File: src/rtl/uart_pkg.sv
// ---------------------------------------------------------------------------
// uart_pkg
// Shared definitions for the UART transmit scheduler:
//   state_t / ST_*        scheduler FSM encoding (IDLE -> SHIFT -> GAP -> IDLE)
//   TICK_START/TICK_DATA0 tick indices of the start bit and first data bit
//   log2_min1()           index width helper, never narrower than one bit
// ---------------------------------------------------------------------------
package uart_pkg;

    typedef logic [1:0] state_t;

    localparam state_t ST_IDLE  = 2'd0;
    localparam state_t ST_SHIFT = 2'd1;
    localparam state_t ST_GAP   = 2'd2;

    localparam int unsigned TICK_START = 0;
    localparam int unsigned TICK_DATA0 = 1;

    // Width needed to index n items; at least 1 so single-bit buses stay legal.
    function automatic int unsigned log2_min1(input int unsigned n);
        return (n <= 2) ? 1 : $clog2(n);
    endfunction

endpackage

File: src/rtl/rr_arbiter.sv
// ---------------------------------------------------------------------------
// rr_arbiter
// Round-robin arbiter with a registered priority pointer. The search starts
// at the pointer and wraps at NUM_REQ; on advance the pointer moves to one
// past the winner so the winner becomes lowest priority next time.
// Ports:
//   clk, rst       clock, asynchronous active-high reset (pointer -> 0)
//   req_i          request vector
//   advance_i      winner is being taken this cycle; update pointer
//   grant_c        one-hot winner (combinational)
//   grant_idx_c    index of winner (combinational)
//   any_c          at least one request present (combinational)
// ---------------------------------------------------------------------------
module rr_arbiter
    import uart_pkg::*;
#(
    parameter int unsigned NUM_REQ = 4
) (
    input  logic                              clk,
    input  logic                              rst,
    input  logic [NUM_REQ-1:0]                req_i,
    input  logic                              advance_i,
    output logic [NUM_REQ-1:0]                grant_c,
    output logic [log2_min1(NUM_REQ)-1:0]     grant_idx_c,
    output logic                              any_c
);

    localparam int unsigned IDX_W = log2_min1(NUM_REQ);

    logic [IDX_W-1:0] ptr_q, ptr_d;

    // Rotating priority search starting at the pointer.
    always_comb begin
        int unsigned idx;
        logic        found;
        idx         = 0;
        found       = 1'b0;
        grant_c     = '0;
        grant_idx_c = '0;
        for (int unsigned k = 0; k < NUM_REQ; k++) begin
            idx = 32'(ptr_q) + k;
            if (idx >= NUM_REQ) begin
                idx = idx - NUM_REQ;
            end
            if (!found && req_i[IDX_W'(idx)]) begin
                found                  = 1'b1;
                grant_idx_c            = IDX_W'(idx);
                grant_c[IDX_W'(idx)]   = 1'b1;
            end
        end
        any_c = found;
    end

    // Pointer moves to winner+1, wrapping for non-power-of-two NUM_REQ.
    always_comb begin
        ptr_d = ptr_q;
        if (advance_i && any_c) begin
            if ((32'(grant_idx_c) + 1) >= NUM_REQ) begin
                ptr_d = '0;
            end else begin
                ptr_d = IDX_W'(32'(grant_idx_c) + 1);
            end
        end
    end

    always_ff @(posedge clk or posedge rst) begin
        if (rst) begin
            ptr_q <= '0;
        end else begin
            ptr_q <= ptr_d;
        end
    end

endmodule

File: src/rtl/uart_tx_scheduler.sv
// ---------------------------------------------------------------------------
// uart_tx_scheduler
// Shares one UART TX line among NUM_REQ byte sources. A round-robin winner
// is latched in IDLE, then serialised LSB first as start/data/[parity]/stop,
// one bit per clk_bps strobe from the external baud generator, which this
// block enables through bps_start for the whole frame. An optional idle gap
// of IFG_CYC cycles separates frames.
// Build option: define UART_PARITY_EN to insert a parity bit (even, or odd
// when PARITY_ODD=1) between the last data bit and the stop bit.
// Ports:
//   clk, rst    clock, asynchronous active-high reset
//   req         level request per source
//   req_data    byte per source, source i at [i*DATA_W +: DATA_W]
//   grant       one-hot one-cycle pulse: byte of that source latched
//   bps_start   baud generator enable, high for the whole frame
//   clk_bps     one-cycle mid-bit strobe from the baud generator
//   tx          serial line, idle high
//   busy        high from grant through the last inter-frame gap cycle
//   done        one-cycle pulse after the stop bit completes
//   done_id     source index of the completed frame, valid with done
// ---------------------------------------------------------------------------
module uart_tx_scheduler
    import uart_pkg::*;
#(
    parameter int unsigned NUM_REQ    = 4,
    parameter int unsigned DATA_W     = 8,
    parameter int unsigned IFG_CYC    = 0,
    parameter bit          PARITY_ODD = 1'b0
) (
    input  logic                          clk,
    input  logic                          rst,
    input  logic [NUM_REQ-1:0]            req,
    input  logic [NUM_REQ*DATA_W-1:0]     req_data,
    output logic [NUM_REQ-1:0]            grant,
    output logic                          bps_start,
    input  logic                          clk_bps,
    output logic                          tx,
    output logic                          busy,
    output logic                          done,
    output logic [log2_min1(NUM_REQ)-1:0] done_id
);

    localparam int unsigned IDX_W = log2_min1(NUM_REQ);
`ifdef UART_PARITY_EN
    localparam int unsigned PAR_EN = 1;
`else
    localparam int unsigned PAR_EN = 0;
`endif
    // Tick map: start, DATA_W data ticks, optional parity, stop, done.
    localparam int unsigned PAR_TICK  = TICK_DATA0 + DATA_W;
    localparam int unsigned STOP_TICK = PAR_TICK + PAR_EN;
    localparam int unsigned DONE_TICK = STOP_TICK + 1;
    localparam int unsigned TICK_W    = log2_min1(DONE_TICK + 1);
    localparam int unsigned GAP_W     = 16;
    localparam int unsigned GAP_LAST  = (IFG_CYC > 0) ? (IFG_CYC - 1) : 0;

    // Arbiter interface
    logic [NUM_REQ-1:0] arb_grant_c;
    logic [IDX_W-1:0]   arb_idx_c;
    logic               arb_any_c;
    logic               arb_adv_c;
    logic [DATA_W-1:0]  byte_c;

    // State and datapath registers
    state_t              state_q,   state_d;
    logic [TICK_W-1:0]   tick_q,    tick_d;
    logic [DATA_W-1:0]   sh_q,      sh_d;
    logic [IDX_W-1:0]    src_q,     src_d;
    logic [GAP_W-1:0]    gap_q,     gap_d;
    logic [NUM_REQ-1:0]  grant_q,   grant_d;
    logic                bps_q,     bps_d;
    logic                tx_q,      tx_d;
    logic                busy_q,    busy_d;
    logic                done_q,    done_d;
    logic [IDX_W-1:0]    done_id_q, done_id_d;
`ifdef UART_PARITY_EN
    logic                par_q,     par_d;
`else
    logic                unused_parity_odd;
    assign unused_parity_odd = PARITY_ODD;
`endif

    rr_arbiter #(
        .NUM_REQ     (NUM_REQ)
    ) u_arb (
        .clk         (clk),
        .rst         (rst),
        .req_i       (req),
        .advance_i   (arb_adv_c),
        .grant_c     (arb_grant_c),
        .grant_idx_c (arb_idx_c),
        .any_c       (arb_any_c)
    );

    // Byte of the arbitration winner (one-hot select).
    always_comb begin
        byte_c = '0;
        for (int unsigned i = 0; i < NUM_REQ; i++) begin
            if (arb_grant_c[i]) begin
                byte_c = req_data[i*DATA_W +: DATA_W];
            end
        end
    end

    // Next-state and output logic.
    always_comb begin
        state_d   = state_q;
        tick_d    = tick_q;
        sh_d      = sh_q;
        src_d     = src_q;
        gap_d     = gap_q;
        grant_d   = '0;
        bps_d     = bps_q;
        tx_d      = tx_q;
        busy_d    = busy_q;
        done_d    = 1'b0;
        done_id_d = done_id_q;
        arb_adv_c = 1'b0;
`ifdef UART_PARITY_EN
        par_d     = par_q;
`endif

        case (state_q)
            ST_IDLE: begin
                if (arb_any_c) begin
                    arb_adv_c = 1'b1;
                    grant_d   = arb_grant_c;
                    sh_d      = byte_c;
                    src_d     = arb_idx_c;
                    tick_d    = '0;
                    bps_d     = 1'b1;
                    busy_d    = 1'b1;
                    state_d   = ST_SHIFT;
`ifdef UART_PARITY_EN
                    par_d     = (^byte_c) ^ PARITY_ODD;
`endif
                end
            end

            ST_SHIFT: begin
                // tx only moves on a baud strobe; each strobe advances one tick.
                if (clk_bps) begin
                    tick_d = tick_q + 1'b1;
                    if (tick_q == TICK_W'(TICK_START)) begin
                        tx_d = 1'b0;
                    end else if (tick_q < TICK_W'(PAR_TICK)) begin
                        tx_d = sh_q[0];
                        sh_d = sh_q >> 1;
`ifdef UART_PARITY_EN
                    end else if (tick_q == TICK_W'(PAR_TICK)) begin
                        tx_d = par_q;
`endif
                    end else if (tick_q == TICK_W'(STOP_TICK)) begin
                        tx_d = 1'b1;
                    end else begin
                        // Stop bit has run a full period: close the frame.
                        tick_d    = '0;
                        tx_d      = 1'b1;
                        bps_d     = 1'b0;
                        done_d    = 1'b1;
                        done_id_d = src_q;
                        if (IFG_CYC == 0) begin
                            state_d = ST_IDLE;
                            busy_d  = 1'b0;
                        end else begin
                            state_d = ST_GAP;
                            gap_d   = '0;
                        end
                    end
                end
            end

            ST_GAP: begin
                if (gap_q == GAP_W'(GAP_LAST)) begin
                    state_d = ST_IDLE;
                    busy_d  = 1'b0;
                end else begin
                    gap_d = gap_q + 1'b1;
                end
            end

            default: begin
                state_d = ST_IDLE;
            end
        endcase
    end

    // State and output registers.
    always_ff @(posedge clk or posedge rst) begin
        if (rst) begin
            state_q   <= ST_IDLE;
            tick_q    <= '0;
            sh_q      <= '0;
            src_q     <= '0;
            gap_q     <= '0;
            grant_q   <= '0;
            bps_q     <= 1'b0;
            tx_q      <= 1'b1;
            busy_q    <= 1'b0;
            done_q    <= 1'b0;
            done_id_q <= '0;
`ifdef UART_PARITY_EN
            par_q     <= 1'b0;
`endif
        end else begin
            state_q   <= state_d;
            tick_q    <= tick_d;
            sh_q      <= sh_d;
            src_q     <= src_d;
            gap_q     <= gap_d;
            grant_q   <= grant_d;
            bps_q     <= bps_d;
            tx_q      <= tx_d;
            busy_q    <= busy_d;
            done_q    <= done_d;
            done_id_q <= done_id_d;
`ifdef UART_PARITY_EN
            par_q     <= par_d;
`endif
        end
    end

    assign grant     = grant_q;
    assign bps_start = bps_q;
    assign tx        = tx_q;
    assign busy      = busy_q;
    assign done      = done_q;
    assign done_id   = done_id_q;

endmodule

File: config.mk
export PLATFORM = sky130hd
export DESIGN_NAME = uart_tx_scheduler
export DESIGN_NICKNAME = d
export VERILOG_FILES = /design/src/rtl/uart_pkg.sv /design/src/rtl/rr_arbiter.sv /design/src/rtl/uart_tx_scheduler.sv
export SDC_FILE = /design/constraint.sdc
export NUM_CORES = 1
export LEC_CHECK = 0
export BUFFER_PORTS_ARGS = -buffer_cell sky130_fd_sc_hd__buf_2
export CAP_MARGIN = 20
export CELL_PAD_IN_SITES_DETAIL_PLACEMENT = 2
export CELL_PAD_IN_SITES_GLOBAL_PLACEMENT = 2
export CORE_MARGIN = 10
export CORE_UTILIZATION = 35
export DETAILED_ROUTE_END_ITERATION = 10
export PLACE_DENSITY = 0.84
export RECOVER_POWER = 50
export SLEW_MARGIN = 10
export SYNTH_ARGS = -nofsm -noshare
export SYNTH_HDL_FRONTEND = slang
export SYNTH_SLANG_ARGS = --single-unit
File: constraint.sdc
create_clock -name clk -period 5.7 [get_ports clk]
set_input_delay 0.57 -clock clk [delete_from_list [all_inputs] [get_ports clk]]
set_output_delay 0.57 -clock clk [all_outputs]
set_load 0.01 [all_outputs]
Yosys cells after proc, flatten, opt, wreduce, memory -nomap -nowiden

Cells that the tools add are included.

$add $sub $neg: 10
$lt $le $gt $ge: 14
Eq/ne operators: 10
Mux-type cells: 74
Bitwise logic cells: 7
Reductions and logical operators: 25

Operators by type and width:

| operator                                             | count |
|---|---|
| two-way mux 8 bit                                    | 8 |
| two-way mux 4 bit                                    | 11 |
| >= comparator 32 x 3 -> 1 bit, second input constant | 1 |
| two-way mux 2 bit                                    | 15 |
| two-way mux 1 bit                                    | 27 |
| adder 16 x 1 -> 16 bit, second input constant        | 1 |
| logical NOT 16 bit                                   | 1 |
| case mux 8 bit (2 select lines)                      | 1 |
| < comparator 2 x 3 -> 1 bit, second input constant   | 4 |
| inequality test 2 bit, second input constant         | 6 |
| bitwise OR 4 bit                                     | 3 |
| AND reduction 6 bit                                  | 2 |
| AND reduction 5 bit                                  | 2 |
| >= comparator 3 bit, second input constant           | 3 |
| binary-select mux 1 bit (select 2 bit)               | 4 |
| demux 1 bit (select 2 bit)                           | 4 |
| >= comparator 2 x 1 -> 1 bit, second input constant  | 4 |
| logical AND 1 bit                                    | 8 |
| case mux 4 bit (2 select lines)                      | 1 |
| subtractor 2 x 1 -> 2 bit, second input constant     | 4 |
| AND reduction 7 bit                                  | 1 |
| adder 2 x 1 -> 3 bit, second input constant          | 2 |
| adder 2 x 2 -> 3 bit, second input constant          | 2 |
| case mux 2 bit (3 select lines)                      | 1 |
| other kinds (17)                                     | 24 |

Flip-flop bits (word level): 44
Bits of input ports: 39

Longest topological paths before layout

Gate-level depths: netlist (run 1).

Word-level depth: 20
Depth in mapped cells: 14

By module

Synthesis (run 1) repeated with hierarchy kept, for this count alone.

Cell total of the unflattened synthesis: 191
Area, all modules: 1878.1 um2

By module, submodules not included:

| module            | instances | cells an instance | area each (um2) | seq. area each (um2) |
|---|---|---|---|---|
| uart_tx_scheduler | 1         | 114               | 1236.2          | 576.8 |
| rr_arbiter        | 1         | 77                | 641.9           | 50.0 |

Worst setup path before layout (run 1)

OpenSTA, ideal clock, no wires.

Kind: reg-to-reg
From: reg u_arb.ptr_q[0]
To: reg sh_q[0]
Library setup time: 0.122 ns
Arrival time: 2.741 ns
Setup slack: 2.838 ns
Stages on the path, launching flop included: 14
Buffers on the path: 5
Period minus slack after synthesis: 2.862 ns
Cells stage by stage: dfrtp_1 buf_6 buf_2 inv_1 ha_1 buf_2 mux4_2 buf_6 nand2_2 o21ai_2 a221oi_4 buf_6 o221ai_1 a32o_1

Longest elaborated chain between the ends: 20

RTL lines:

| what                                                          | line                     | text |
|---|---|---|
| from (decl)                                                   | rr_arbiter.sv:30         | `logic [IDX_W-1:0] ptr_q, ptr_d;` |
| from (signal assigned)                                        | rr_arbiter.sv:70         | `ptr_q <= ptr_d;` |
| branches (longest 20 deep; another with adder 2 x 1 -> 3 bit) | -                        |  |
| to (signal assigned)                                          | uart_tx_scheduler.sv:193 | `sh_q <= '0;` |
| to (signal assigned)                                          | uart_tx_scheduler.sv:208 | `sh_q <= sh_d;` |
| to (decl)                                                     | uart_tx_scheduler.sv:67  | `logic [DATA_W-1:0] sh_q, sh_d;` |

Parallel ways; which one is timed is not known. The select of a mux whose other input is x is not followed.
A chain may end at the register's enable or synchronous reset.

Worst setup path after layout (run 1)

Ends and elaborated chain as after synthesis.

==> results.yml, run 1 <==
route:
  detail-route-antenna-nets: 0
  viasPerCell: 5.93
  detail_route.wl_per_cell_um: 23.3
  drtPass1Iterations: 4
  vias: 2075
  drt_initial_violations: 125
  wirelength_mm: 8.14
  drc_errors: 0
worst_setup_path:
  critPathSlowestCell: "sky130_fd_sc_hd__dfrtp_1"
  start_kind: "register"
  critPathRequiredTime_ps: 5890
  timing.critical_path.fanout_max: 22
  critPathCaptureType: "register"
  critical_path_class: "reg -> reg"
  path_cells: "inv_1 -> ha_1 -> mux4_2 -> a21oi_1 -> o21ai_1 -> a22o_1 -> a221o_1 -> a32o_1"
  timing.critical_path.slowest_cell_delay_ps: 850
  worst_ep_arrival_time_ps: 3850
synthesis:
  synth.most_common_cell: "sky130_fd_sc_hd__nand2_1"
  synth_largest_type_area_fraction_pct: 28.1
  dominantRegCellSynth: "sky130_fd_sc_hd__dfrtp_1"
  synth.avg_cell_area_um2: 8.87
  async_flop_share_pct: 100
  netlist_top_cells_area: "sky130_fd_sc_hd__dfrtp_1 (28%), sky130_fd_sc_hd__ha_1 (6.4%), sky130_fd_sc_hd__nand2_1 (5.3%), sky130_fd_sc_hd__a32o_1 (3.7%), sky130_fd_sc_hd__a221o_1 (3.3%)"
  synth_enable_flop_cells: 0
  synth_cell_types: 50
  post_synth_inst_count: 241
  synthesis.area_um2: 2140
  sequential_fraction_of_the_synthesis_area_pct: 29.3
  synth_common_cells: "sky130_fd_sc_hd__nand2_1 (30), sky130_fd_sc_hd__dfrtp_1 (24), sky130_fd_sc_hd__inv_1 (18)"
  synthesis.nets: 291
  synth_seq_cells: 25
  yosysWarningCount: 0
  synth_top_cell_by_area: "sky130_fd_sc_hd__dfrtp_1"
run:
  cap_viol_max_count: 0
place:
  dp_cells: 343
  dpl_worst_slack_ps: 2100
  dp_hpwl_mm: 5.93
  placedInstanceArea_um2: 2340
  place.gp.congestion: 0.825
  place.port_buffers: 48
sta:
  final_period_minus_worst_setup_slack_ps: 3660
  worst_slew_pin_tran_ps: 1280
  finalHoldViolations: 0
  finalSetupViolations: 0
  max-slew-margin-rel_pct: 14.5
  setup_total_negative_slack_ps: 0
  slew_violations: 0
  worst_clock_skew_ps: 9.86
  rsz0062_at_grt: "no"
  setup_slack_of_the_critical_path_after_layout_ps: 2040
  timing.final.crit_share_pct: 64.2
  max_clock_freq_mhz: 273
power_and_ir_drop:
  power_leakage_nw: 1.10
  p_per_area_nw_per_um2: 574
  worst_ir_drop_vdd_uv: 159
floorplan:
  floorplan.rows: 28
  floorplan.initialDensity_pct: 36.1
  die_h_um: 98.1
  die_area_um2: 9630
  floorplan.io_pins: 49
  core_um2: 5920
  die_w_um: 98.1
cts:
  tritoncts: "done"
  htree_num_levels: 1
  post-cts-setup-buffers: 0
  cts_root_buf: "sky130_fd_sc_hd__clkbuf_8"
  cts-hold-fix-buffers: 0
  cts_made_buffers: 3
  clock-sinks: 25
  clk-insertion-delay-late_ps: 290
  clk_transition_reported_paths_ps: 110
  cts_buffer_depth: 2
  cts_resized: 0
grt:
  number_of_antenna_violations_at_the_first_check_in_global_routing: 0
  track_usage_pct: 15.6
  grt_residual_overflow: 0
  first_global_vias: 2250
  grt_pass1_wl_mm: 12.5
  maximum_number_of_pins_on_one_net_before_global_route_repair: 26
finish:
  layout.cell_area.non_filler_um2: 2410
  layout.filler_cells: 696
  layout-drive-gt1-share_pct: 26.9
  num_antenna_cells: 0
  final_cells: 350
  finalNetCount: 326
  syn_to_final_growth_pct: 12.6
outcome:
  outcome: "finished clean"
worst_hold_path:
  hp-class: "in -> async"
## area by class of cell
class | count | area (um2) | share of cell area, %
multi-input combinational | 176 | 1310 | 54.5
sequential | 25 | 627 | 26.1
tap | 75 | 93.8 | 3.90
clock buffer | 3 | 41.3 | 1.72
inverter | 19 | 71.3 | 2.96
timing repair buffer | 51 | 254 | 10.6
clock inverter | 1 | 7.51 | 0.312
## registers in the layout, indices dropped and copies added, names as in the netlist
signal / flops
bps_start: 1
done: 1
done_id: 2
grant: 4
sh_q: 8
src_q: 2
tick_q: 4
tx: 1
u_arb.ptr_q: 2
## path summary, 6_finish.rpt
check                               startpoint          to  slack [ps]  cells past startpoint
worst max-delay path            u_arb.ptr_q[0]     sh_q[0]        2040                      8
worst min-delay path                       rst   tick_q[1]         150                      2
worst max register to register  u_arb.ptr_q[0]     sh_q[0]        2040                      8
worst min register to register        src_q[1]  done_id[1]         490                      2
max in group asynchronous                  rst    grant[2]        4110                      3
min in group clk                      src_q[1]  done_id[1]         490                      2
## report_power, final
group          leakage, nW  switching, mW  internal, mW
clock               0.0217         0.0696        0.0499
combinational        0.765          0.554         0.368
sequential           0.316         0.0943         0.244
total                 1.10          0.718         0.662
## per-stage QoR
stage | util (%) | hold WS [ps] | total power [mW]
floorplan | - | 435 | 1.06
global placement | 39.6 | 466 | 1.19
detailed placement | 39.6 | 473 | 1.24
CTS | 40.4 | 502 | 1.36
global route | 40.6 | 160 | 1.49
finish | 40.6 | 150 | 1.38
## routing by layer
metal	GRT usage (%)	vias to the layer above	share of wire (%)
met3	2.04	4	3.7
met1	18.8	1059	43
met4	4.08	0	1.0
li1	-	955	-
met2	28.4	57	52
met5	0	-	0
## critical path: cells and delay by family, from the launching register on
| kind | cells | cell delay, ps |
|---|---|---|
| muxes | 1 | 520 |
| buffers and inverters | 1 | 240 |
| AOI/OAI and AO/OA | 5 | 1380 |
| adders and majority gates | 1 | 580 |
| DFF | 1 | 850 |
## cells in the final DEF (no fill, tap or decap), types with 3 or more instances in the layout
| master | count |
|---|---|
| sky130_fd_sc_hd__o211ai_1 | 9 |
| sky130_fd_sc_hd__nand3_1 | 3 |
| sky130_fd_sc_hd__nor3b_1 | 3 |
| sky130_fd_sc_hd__nor2_1 | 11 |
| sky130_fd_sc_hd__o21ai_0 | 8 |
| sky130_fd_sc_hd__a21oi_1 | 13 |
| sky130_fd_sc_hd__clkbuf_8 | 3 |
| sky130_fd_sc_hd__nand2_1 | 30 |
| sky130_fd_sc_hd__a31oi_1 | 3 |
| sky130_fd_sc_hd__a221o_1 | 7 |
| sky130_fd_sc_hd__inv_1 | 18 |
| sky130_fd_sc_hd__a32o_1 | 8 |
| sky130_fd_sc_hd__mux2i_1 | 7 |
| sky130_fd_sc_hd__buf_2 | 43 |
| sky130_fd_sc_hd__o22ai_1 | 9 |
| sky130_fd_sc_hd__or2_2 | 8 |
| sky130_fd_sc_hd__clkbuf_1 | 6 |
| sky130_fd_sc_hd__nand2b_1 | 3 |
| sky130_fd_sc_hd__mux2_2 | 3 |
| sky130_fd_sc_hd__dfrtp_1 | 24 |
| sky130_fd_sc_hd__ha_1 | 11 |
| sky130_fd_sc_hd__o221ai_1 | 7 |
| sky130_fd_sc_hd__mux4_2 | 3 |
| sky130_fd_sc_hd__o22a_1 | 3 |
## logic make-up after synthesis
family / Yosys count / share of synthesized area [%]
AOI/OAI and AO/OA: 81 / 30.0
xor gates and xnor gates: 1 / 0.410
adders and majority gates: 12 / 6.91
buffers and inverters: 40 / 9.31
DFF: 25 / 29.3
muxes: 13 / 8.02
and+or+nand+nor: 69 / 16.0
Note: power is estimated with default switching activity, not from simulation.
==> inputs of run 2 (changes only) <==
--- a/config.mk
+++ b/config.mk
@@ -10,9 +10,9 @@
 export CELL_PAD_IN_SITES_DETAIL_PLACEMENT = 2
 export CELL_PAD_IN_SITES_GLOBAL_PLACEMENT = 2
 export CORE_MARGIN = 10
-export CORE_UTILIZATION = 35
+export CORE_UTILIZATION = 29
 export DETAILED_ROUTE_END_ITERATION = 10
-export PLACE_DENSITY = 0.84
+export PLACE_DENSITY = 0.74
 export RECOVER_POWER = 50
 export SLEW_MARGIN = 10
 export SYNTH_ARGS = -nofsm -noshare
==> constraint.sdc (replaced) <==
create_clock -name clk -period 3.3 [get_ports clk]
set_input_delay 0.33 -clock clk [delete_from_list [all_inputs] [get_ports clk]]
set_output_delay 0.33 -clock clk [all_outputs]
set_load 0.01 [all_outputs]
==> run 2 against run 1 <==
Effect of this change:
- flip-flop and latch count did not move
- critical path type unchanged
- cell count rose by 8.9%
- clock power rose by 61%
- via count fell by 1.6%
- fmax rose by 30%
- combinational power rose by 82%
- critical path depth did not move
- routed wire length fell by 12%
- worst setup slack got worse by 1500 ps
- count of clock-buffer cells in the layout did not move
- clock skew fell by 5.9 ps
- sequential share of layout area fell by 0.83 points
- largest cell class unchanged
- highest routed layer unchanged
- critical endpoint is now sh_q[5]
==> results.yml, run 2 (synthesis results as in run 1) <==
outcome:
  outcome: "finished clean"
sta:
  timing.final.crit_share_pct: 85.1
  worst_clock_skew_ps: 3.95
  final_period_minus_worst_setup_slack_ps: 2810
  rsz0062_at_grt: "no"
  slew_violations: 0
  finalHoldViolations: 0
  max_clock_freq_mhz: 356
  setup_slack_of_the_critical_path_after_layout_ps: 491
  max-slew-margin-rel_pct: 45.4
  finalSetupViolations: 0
  setup_total_negative_slack_ps: 0
  worst_slew_pin_tran_ps: 819
worst_setup_path:
  critPathCaptureType: "register"
  critPathRequiredTime_ps: 3470
  critical_path_class: "reg -> reg"
  worst_ep_arrival_time_ps: 2980
  timing.critical_path.fanout_max: 17
  start_kind: "register"
finish:
  largest_register_ffs: 8
  num_antenna_cells: 0
  final_cells: 381
  finalCoreUtilization_pct: 34.4
  layout.cell_area.non_filler_um2: 2480
  layout.cells.most_common: "sky130_fd_sc_hd__buf_2"
  layout-drive-gt1-share_pct: 28.7
  registers.top_by_ff_count: "sh_q"
  finalNetCount: 333
  syn_to_final_growth_pct: 16.3
  mostFrequentLayoutCells: "sky130_fd_sc_hd__buf_2 (43), sky130_fd_sc_hd__nand2_1 (30), sky130_fd_sc_hd__dfrtp_1 (24), sky130_fd_sc_hd__inv_1 (18), sky130_fd_sc_hd__a21oi_1 (13)"
route:
  met2RoutedLength_mm: 3.58
  top_signal_layer_used: "met4"
  wirelength_mm: 7.15
  detail-route-antenna-nets: 0
  drc_errors: 0
  wire_length_on_met1_mm: 3.28
  viasPerCell: 5.36
  vias: 2041
  routed-wl-met3_um: 261
  drtPass1Iterations: 4
  drt_initial_violations: 64
  detail_route.wl_per_cell_um: 18.8
cts:
  cts_root_buf: "sky130_fd_sc_hd__clkbuf_8"
  clk-insertion-delay-late_ps: 270
  cts_made_buffers: 3
  clk_transition_reported_paths_ps: 100
  cts-hold-fix-buffers: 0
  cts_buffer_depth: 2
  htree_num_levels: 1
  post-cts-setup-buffers: 0
  tritoncts: "done"
  cts_resized: 0
  clock-sinks: 25
grt:
  number_of_antenna_violations_at_the_first_check_in_global_routing: 0
  first_global_vias: 2129
  grt_pass1_wl_mm: 11.7
  maximum_number_of_pins_on_one_net_before_global_route_repair: 26
  grt_residual_overflow: 0
  track_usage_pct: 12.5
power_and_ir_drop:
  part_of_the_power_in_the_clock_network_pct: 8.1
  p_int_mw: 1.21
  power.share.switching_pct: 49.3
  total_switching_power_mw: 1.18
  power_frac_seq_pct: 21.6
  p_per_area_nw_per_um2: 960
  power_leakage_nw: 1.14
  combinationalPowerShare_pct: 70.3
  worst_ir_drop_vdd_uv: 223
place:
  dp_cells: 376
  place.port_buffers: 48
  dp_hpwl_mm: 5.53
  dpl_worst_slack_ps: 517
  placedInstanceArea_um2: 2440
  place.gp.congestion: 0.759
floorplan:
  core_um2: 7210
  die_area_um2: 11200
  die_w_um: 106
  floorplan.rows: 31
  floorplan.initialDensity_pct: 29.6
  floorplan.io_pins: 49
  die_h_um: 106
worst_hold_path:
  hp-class: "in -> async"
run:
  cap_viol_max_count: 0
[run 2: routing by layer]
| layer | up-vias | global-route usage (%) |
|---|---|---|
| met2 | 43 | 21.1 |
| met3 | 2 | 2.44 |
| li1 | 974 | - |
| met1 | 1022 | 16.5 |
| met4 | 0 | 1.74 |
| met5 | - | 0 |
[run 2: final cells by class]
class	count	area [um2]
Clock inverter	1	5.00
Timing Repair Buffer	58	305
Tap cell	99	124
Multi-Input combinational cell	176	1310
Fill cell	877	4730
Clock buffer	3	41.3
Inverter	19	71.3
Sequential cell	25	627
[run 2: worst paths after layout]
| kind | from | end | slack [ps] | cells past startpoint |
|---|---|---|---|---|
| worst min register to register | src_q[1] | done_id[1] | 490 | 2 |
| min in group clk | req_data[31] | sh_q[7] | 300 | 3 |
| worst max register to register | u_arb.ptr_q[1] | sh_q[5] | 490 | 8 |
| worst min-delay path | rst | tick_q[1] | 50 | 2 |
| worst max-delay path | u_arb.ptr_q[1] | sh_q[5] | 490 | 8 |
| max in group asynchronous | rst | sh_q[6] | 2160 | 3 |
[run 2: critical path: stages (launching register included)]
cell and delay, ps:
sky130_fd_sc_hd__dfrtp_1 350, sky130_fd_sc_hd__inv_1 110, sky130_fd_sc_hd__ha_1 510, sky130_fd_sc_hd__mux4_2 490, sky130_fd_sc_hd__a21oi_1 170, sky130_fd_sc_hd__o21ai_1 80
sky130_fd_sc_hd__a22o_1 390, sky130_fd_sc_hd__a221o_1 380, sky130_fd_sc_hd__a32o_1 200
[run 2: power by group through the flow]
stage | clock network, mW | registers, mW | logic [mW]
3_5_place_dp | 0 | 0.523 | 1.69
2_1_floorplan | 0 | 0.508 | 1.32
3_3_place_gp | 0 | 0.520 | 1.64
6_report | 0.193 | 0.516 | 1.68
4_1_cts | 0.198 | 0.517 | 1.70
5_1_grt | 0.214 | 0.533 | 1.87
[run 2: metrics by stage]
stage          power, mW  hold WS, ps
2_1_floorplan       1.83          357
3_3_place_gp        2.16          459
3_5_place_dp        2.21          470
4_1_cts             2.42          304
5_1_grt             2.62         76.1
6_report            2.39         49.6
==> inputs of run 3 (changes only) <==
--- a/config.mk
+++ b/config.mk
@@ -14,7 +14,7 @@
 export DETAILED_ROUTE_END_ITERATION = 10
 export PLACE_DENSITY = 0.74
 export RECOVER_POWER = 50
-export SLEW_MARGIN = 10
+export REMOVE_ABC_BUFFERS = 1
 export SYNTH_ARGS = -nofsm -noshare
 export SYNTH_HDL_FRONTEND = slang
 export SYNTH_SLANG_ARGS = --single-unit
==> run 3 against run 2 <==
Effect of this change:
- combinational power about the same
- clock power up 8%
- fmax down 2.3%
- largest power group unchanged
- largest cell class unchanged
==> results.yml, run 3 (synthesis results as in run 1) <==
outcome:
  outcome: "finished clean"
floorplan:
  die_area_um2: 11200
  floorplan.rows: 31
  die_h_um: 106
  floorplan.io_pins: 49
  floorplan.initialDensity_pct: 29.6
  die_w_um: 106
  core_um2: 7210
cts:
  clock-sinks: 25
  cts_root_buf: "sky130_fd_sc_hd__clkbuf_8"
  cts_buffer_depth: 2
  clk_transition_reported_paths_ps: 110
  htree_num_levels: 1
  cts-hold-fix-buffers: 0
  tritoncts: "done"
  cts_resized: 0
  cts_made_buffers: 3
  post-cts-setup-buffers: 0
  clk-insertion-delay-late_ps: 280
power_and_ir_drop:
  p_per_area_nw_per_um2: 976
  power_leakage_nw: 1.14
  worst_ir_drop_vdd_uv: 397
run:
  cap_viol_max_count: 0
finish:
  mostFrequentLayoutCells: "sky130_fd_sc_hd__buf_2 (43), sky130_fd_sc_hd__nand2_1 (30), sky130_fd_sc_hd__dfrtp_1 (24), sky130_fd_sc_hd__inv_1 (18), sky130_fd_sc_hd__a21oi_1 (13)"
  layout.cell_area.non_filler_um2: 2500
  largest_register_ffs: 8
  multiInputGateArea_um2: 1310
  num_antenna_cells: 0
  registers.top_by_ff_count: "sh_q"
  syn_to_final_growth_pct: 16.8
  layout.cells.most_common: "sky130_fd_sc_hd__buf_2"
  finalNetCount: 334
  layout-drive-gt1-share_pct: 29.0
  area_taken_by_flip_flops_and_latches_um2: 627
  layout.filler_cells: 856
worst_setup_path:
  timing.critical_path.fanout_max: 11
  worst_ep_arrival_time_ps: 3050
  critPathCaptureType: "register"
  rr_endpoint: "sh_q[2]"
  timing.rr.start: "u_arb.ptr_q[0]"
  cpMostUsedCell: "sky130_fd_sc_hd__inv_1"
  critical_path_class: "reg -> reg"
  worstRegToRegCells: 8
  start_kind: "register"
  setup.reg_to_reg.worst_slack_ps: 430
  timing.critical_path.slowest_cell_delay_ps: 500
  path_cells: "inv_1 -> ha_1 -> mux4_2 -> inv_1 -> a211oi_4 -> o21a_1 -> o221ai_1 -> a32o_1"
  critPathSlowestCell: "sky130_fd_sc_hd__ha_1"
  critPathRequiredTime_ps: 3480
route:
  detail-route-antenna-nets: 0
  vias: 2044
  detail_route.wl_per_cell_um: 19.8
  viasPerCell: 5.35
  wirelength_mm: 7.55
  drt_initial_violations: 140
  drc_errors: 0
  drtPass1Iterations: 4
place:
  dpl_worst_slack_ps: 458
  place.gp.congestion: 0.815
  placedInstanceArea_um2: 2450
  place.port_buffers: 48
  dp_hpwl_mm: 5.84
sta:
  slew_violations: 0
  max-slew-margin-rel_pct: 50.3
  rsz0062_at_grt: "no"
  timing.final.crit_share_pct: 87.1
  finalHoldViolations: 0
  worst_slew_pin_tran_ps: 745
  setup_total_negative_slack_ps: 0
  final_period_minus_worst_setup_slack_ps: 2870
  max_clock_freq_mhz: 348
  worst_clock_skew_ps: 6.23
  setup_slack_of_the_critical_path_after_layout_ps: 426
  finalSetupViolations: 0
grt:
  grt_pass1_wl_mm: 12.7
  gr-usage-met2_pct: 21.2
  maximum_number_of_pins_on_one_net_before_global_route_repair: 26
  grt-busiest-layer: "met2"
  groute.layer.met1.usage_pct: 19.4
  grt_residual_overflow: 0
  first_global_vias: 2249
  grtUsageMet3_pct: 1.34
  track_usage_pct: 13.6
  number_of_antenna_violations_at_the_first_check_in_global_routing: 0
worst_hold_path:
  hp-class: "in -> async"
[run 3: worst max-delay path by stage]
stage,start,to,slack (ps),depth (start not counted)
final,u_arb.ptr_q[0],sh_q[2],430,8
after global routing,u_arb.ptr_q[0],sh_q[1],200,8
after CTS,u_arb.ptr_q[0],sh_q[1],420,8
after detailed placement,u_arb.ptr_q[0],sh_q[1],460,8
after global placement,u_arb.ptr_q[0],sh_q[1],540,8
after floorplan,u_arb.ptr_q[0],sh_q[0],310,8
[run 3: metal layers]
| layer | vias to the layer above | part of all wire (%) |
|---|---|---|
| li1 | 973 | - |
| met1 | 1022 | 49 |
| met2 | 42 | 47 |
| met3 | 7 | 2.6 |
| met4 | 0 | 1.3 |
| met5 | - | 0 |
[run 3: cell type report]
cell class	count	share of cell area (%)
Clock buffer	3	1.65
Clock inverter	1	0.351
Inverter	19	2.86
Sequential cell	25	25.1
Timing Repair Buffer	59	12.5
Multi-Input combinational cell	176	52.5
Tap cell	99	4.96
[run 3: report_power, final]
part | leakage, nW | internal, mW | switching (mW)
registers | 0.316 | 0.424 | 0.101
logic | 0.803 | 0.710 | 0.994
clock network | 0.0261 | 0.0890 | 0.119
total | 1.14 | 1.22 | 1.21
[run 3: stage by stage]
step,cells,hold slack (ps),utilization [%],power [mW]
floorplan,220,357,-,1.70
CTS,381,296,34.6,2.45
global placement,377,459,33.9,2.17
finish,382,72.9,34.6,2.44
global route,382,107,34.6,2.67
detailed placement,377,470,33.9,2.23
[run 3: critical path: cells and delay by family, from the launching register on]
kind	cells	cell delay, ps
compound gates	4	1270
flops	1	360
buf+inv	2	220
mux	1	410
fa+ha+maj	1	500
